## src/rtl/peak_window_detector.sv

```systemverilog
`default_nettype none
// ---------------------------------------------------------------------------
// peak_window_detector : reduces WINDOW accepted audio samples to one 12-bit peak
// Revision 1.0
// ---------------------------------------------------------------------------
module peak_window_detector #(
   parameter int WINDOW    = 480,
   parameter int CNT_WIDTH = 10,
   parameter int SHIFT     = 3
) (
   input  logic        data_clk,
   input  logic        reset,
   input  logic [15:0] sample_data,
   input  logic        sample_valid,
   input  logic        enable,
   output logic [11:0] peak_data,
   output logic        peak_valid,
   output logic        clip
);

   localparam logic [CNT_WIDTH-1:0] c_last = CNT_WIDTH'(WINDOW - 1);
   localparam logic [CNT_WIDTH-1:0] c_one  = CNT_WIDTH'(1);

   logic [14:0]          w_neg;
   logic [14:0]          w_mag;
   logic [14:0]          w_scaled;
   logic [11:0]          w_sat;
   logic                 w_full;
   logic                 w_accept;
   logic [11:0]          w_max;

   logic [CNT_WIDTH-1:0] r_count;
   logic                 r_v1;
   logic [11:0]          r_m1;
   logic                 r_f1;
   logic                 r_last1;
   logic [11:0]          r_run;
   logic                 r_clip_acc;

   // -32768 has no positive 16-bit counterpart, so it is pinned to 32767
   assign w_neg = (~sample_data[14:0]) + 15'd1;

   always_comb begin
      w_mag = sample_data[14:0];
      if (sample_data[15]) begin
         if (sample_data[14:0] == 15'd0) begin
            w_mag = 15'h7FFF;
         end else begin
            w_mag = w_neg;
         end
      end
   end

   assign w_scaled = w_mag >> SHIFT;
   assign w_sat    = (w_scaled > 15'd4095) ? 12'hFFF : w_scaled[11:0];
   assign w_full   = (w_mag == 15'h7FFF);
   assign w_accept = sample_valid & enable;
   assign w_max    = (r_m1 > r_run) ? r_m1 : r_run;

   always_ff @(posedge data_clk or posedge reset) begin
      if (reset) begin
         r_count <= '0;
      end else if (!enable) begin
         r_count <= '0;
      end else if (sample_valid) begin
         r_count <= (r_count == c_last) ? '0 : r_count + c_one;
      end
   end

   always_ff @(posedge data_clk or posedge reset) begin
      if (reset) begin
         r_v1    <= 1'b0;
         r_m1    <= '0;
         r_f1    <= 1'b0;
         r_last1 <= 1'b0;
      end else begin
         r_v1    <= w_accept;
         r_m1    <= w_sat;
         r_f1    <= w_full;
         r_last1 <= w_accept & (r_count == c_last);
      end
   end

   // A captured closing sample completes even when enable has just dropped
   always_ff @(posedge data_clk or posedge reset) begin
      if (reset) begin
         peak_data  <= '0;
         peak_valid <= 1'b0;
         clip       <= 1'b0;
         r_run      <= '0;
         r_clip_acc <= 1'b0;
      end else begin
         peak_valid <= 1'b0;
         if (r_v1 && r_last1) begin
            peak_data  <= w_max;
            clip       <= r_clip_acc | r_f1;
            peak_valid <= 1'b1;
            r_run      <= '0;
            r_clip_acc <= 1'b0;
         end else if (!enable) begin
            r_run      <= '0;
            r_clip_acc <= 1'b0;
         end else if (r_v1) begin
            r_run      <= w_max;
            r_clip_acc <= r_clip_acc | r_f1;
         end
      end
   end

endmodule
`default_nettype wire

```

## config.mk

```make
export PLATFORM = sky130hd
export DESIGN_NAME = peak_window_detector
export DESIGN_NICKNAME = d
export VERILOG_FILES = /design/src/rtl/peak_window_detector.sv
export SDC_FILE = /design/constraint.sdc
export NUM_CORES = 1
export LEC_CHECK = 0
export BUFFER_PORTS_ARGS = -buffer_cell sky130_fd_sc_hd__buf_4
export CORE_MARGIN = 1
export CORE_UTILIZATION = 40
export CTS_CLUSTER_DIAMETER = 100
export DETAILED_ROUTE_END_ITERATION = 8
export PLACE_DENSITY = 0.64
export SLEW_MARGIN = 20
export SYNTH_ARGS = -nofsm -noshare
export SYNTH_HDL_FRONTEND = slang
export SYNTH_SLANG_ARGS = --single-unit
```

## constraint.sdc

```tcl
create_clock -name data_clk -period 4.3 [get_ports data_clk]
set_clock_uncertainty 0.2 [all_clocks]
set_input_delay 0 -clock data_clk [delete_from_list [all_inputs] [get_ports data_clk]]
set_output_delay 0 -clock data_clk [all_outputs]
set_load 0.02 [all_outputs]
```

==> impl_metrics.py <==
metrics = {
    "status": {
        "status": "finished, final reports clean",
    },
    "placed_design": {
        "io_buffer_count": 33,
        "placed_cells": 447,
        "hpwl_mm": 4.63,
        "gp_congestion": 0.846,
    },
    "logic_synthesis": {
        "syn_nets": 368,
        "synth.most_common_cell": "dfrtp_1",
        "synthFlopType": "dfrtp_1",
        "synth_common_cells": "dfrtp_1, o21ai_0, nand2_1",
        "synth_edf_count": 0,
        "async_flop_share_pct": 100,
        "avgSynthCellArea_um2": 9.16,
        "synth_top_area_share_pct": 42.5,
        "yosysWarnings": 0,
        "syn_area_um2": 3060,
        "yosysUniqueCellTypes": 57,
        "ys_top_cells_by_area": "dfrtp_1, ha_1, o21ai_0",
        "yosysTopAreaCell": "dfrtp_1",
        "synth_seq_cells": 52,
        "syn-instance-count": 334,
        "ys_seq_area_share_pct": 42.5,
    },
    "global_route": {
        "grt_pass1_wl_mm": 11.0,
        "antenna_found_initial": 0,
        "grt-ovfl-total": 0,
        "grt_pass1_vias": 2346,
        "grt_max_degree": 53,
        "grt_use_total_pct": 17.9,
    },
    "die": {
        "core_area_um2": 7330,
        "initial_core_util_pct": 41.7,
        "rows": 31,
        "dieArea_um2": 8000,
        "io-pin-count": 34,
        "die_y_um": 89.5,
        "die_w_um": 89.5,
    },
    "clock_tree": {
        "cts_tree": "done",
        "clock_latency_ps": 300,
        "root_buffer": "clkbuf_8",
        "numCtsBuffers": 5,
        "path_clk_slew_ps": 90,
        "h-tree-depth": 2,
        "clock_sinks": 52,
        "post_cts_resized": 0,
        "clockBufferDepth": 2,
    },
    "hold_path": {
        "hp-class": "in -> reg",
        "hold_start": "sample_data[5]",
    },
    "timing": {
        "fmax_ghz": 0.380,
        "setup_violations": 0,
        "slew_headroom_pct": 39.2,
        "tns_ps": 0,
        "rsz0062_at_grt": "no",
        "fin_crit_sh_pct": 61.2,
        "finalHoldViolCount": 0,
        "min_period_ps": 2630,
        "finalHoldWorstSlack_ps": 16.8,
        "worstMarginPinSlew_ps": 910,
        "slew_violations": 0,
    },
    "worst_setup_path": {
        "worstPathRequired_ps": 4320,
        "worstSetupStartpointType": "flop",
        "cp_max_fo": 12,
        "startpoint": "r_m1[9]$_DFF_PP0_",
        "setup.worst_path.class": "reg -> reg",
        "rr_startpoint": "r_m1[9]$_DFF_PP0_",
        "crit_path_end_kind": "flop",
        "worst_ep_arrival_time_ps": 2650,
    },
    "detailed_routing": {
        "first_iter_violations": 102,
        "vias_per_cell": 5.38,
        "wl_per_cell_um": 13.7,
        "first_pass_iters": 4,
        "ant_nets": 0,
        "vias": 2575,
        "post-route-drc-count": 0,
        "drt_wl_total_mm": 6.59,
    },
    "final_layout": {
        "fin_cells": 479,
        "drive_gt1_share_pct": 13.4,
        "fillers": 699,
        "nets": 414,
        "diodes": 0,
        "syn_to_final_growth_pct": 18.8,
    },
    "run": {
        "cap_violations": 0,
    },
    "power_and_ir_drop": {
        "peakVddDrop_uv": 142,
        "power_density_nw_per_um2": 275,
        "cellLeakagePower_nw": 1.60,
    },
}
cell type report:
type / count / area [um2] / share of cell area (%)
clock buffer: 6 / 72.6 / 2.00
clock inverter: 1 / 5.00 / 0.138
inverter: 23 / 87.6 / 2.41
multi-input combinational: 240 / 1550 / 42.5
sequential: 52 / 1300 / 35.8
tap: 99 / 124 / 3.41
timing repair buffer: 58 / 498 / 13.7
routing by layer:
layer	share of wire, %	GRT usage, %	up-vias
li1	-	-	1290
met4	1.6	6.49	0
met1	49	25.1	1207
met3	4.0	3.14	9
met5	0	0	-
met2	45	27.9	69
layout by cell type, fill, tap and decap left out, drive strengths merged, types with 5 or more instances in the layout:
cell type and n:
nand3 20, nand4 7, a21oi 13, o21ai 33, a21boi 12, dlygate4sd3 25, clkbuf 6, dfrtp 52
nand2 31, mux2i 14, ha 14, nor4 9, or3 12, buf 33, inv 22, nor2 19
a31oi 5
logic make-up after synthesis:
kind of cell    count (synthesis)  share of synthesized area, %
simple gates                  124                          21.5
buf+inv                        42                          6.99
compound gates                 82                          17.0
fa+ha+maj                      14                          5.72
mux                            14                          4.58
xor+xnor                        6                          1.72
flops                          52                          42.5
flip-flops by register name, summed over array words and instances (netlist names):
name and cells:
r_v1 1, r_run 12, clip 1, r_last1 1, peak_valid 1, r_f1 1
peak_data 12, r_m1 12, r_clip_acc 1, r_count 10
worst paths after layout:
| path | endpoint | slack, ps | cells after the start |
|---|---|---|---|
| worst min-delay path | r_f1$_DFF_PP0_ | 20 | 3 |
| worst max-delay path | r_run[7]$_DFFE_PP0P_ | 1670 | 7 |
| max in group asynchronous | r_m1[5]$_DFF_PP0_ | 3180 | 3 |
| worst max register to register | r_run[7]$_DFFE_PP0P_ | 1670 | 7 |
| worst min register to register | peak_data[6]$_DFFE_PP0P_ | 290 | 2 |
| min in group asynchronous | r_count[7]$_DFFE_PP0P_ | 210 | 3 |
through the flow:
stage	power (W)	utilization [%]	setup WS, ps	cell area, um2
detailed placement	0.000729	45.1	1560	3300
floorplan	0.000676	-	1870	3060
finish	0.000998	49.6	1670	3630
global route	0.00106	49.6	1490	3630
CTS	0.00101	49.5	1530	3630
global placement	0.000724	45.1	1620	3300
power by group:
part | leakage (nW) | switching (W) | total, W | internal [W]
combinational | 0.867 | 0.000115 | 0.000211 | 0.0000969
clock | 0.0410 | 0.000149 | 0.000260 | 0.000111
sequential | 0.689 | 0.0000171 | 0.000526 | 0.000509
total | 1.60 | 0.000281 | 0.000998 | 0.000717
critical path, cell delays in order, from the launching register on:
cell and delay (ps):
dfrtp_1 400, ha_1 320, a211oi_1 210, nor2_1 90
or3_1 370, o211a_1 360, or3_1 380, a21boi_0 210
timing repair:
action,in CTS,in global routing
endpoints found under the hold margin,89,0
hold buffers,25,0
buffers inserted,0,0
Power figures use the tool's default switching activity.
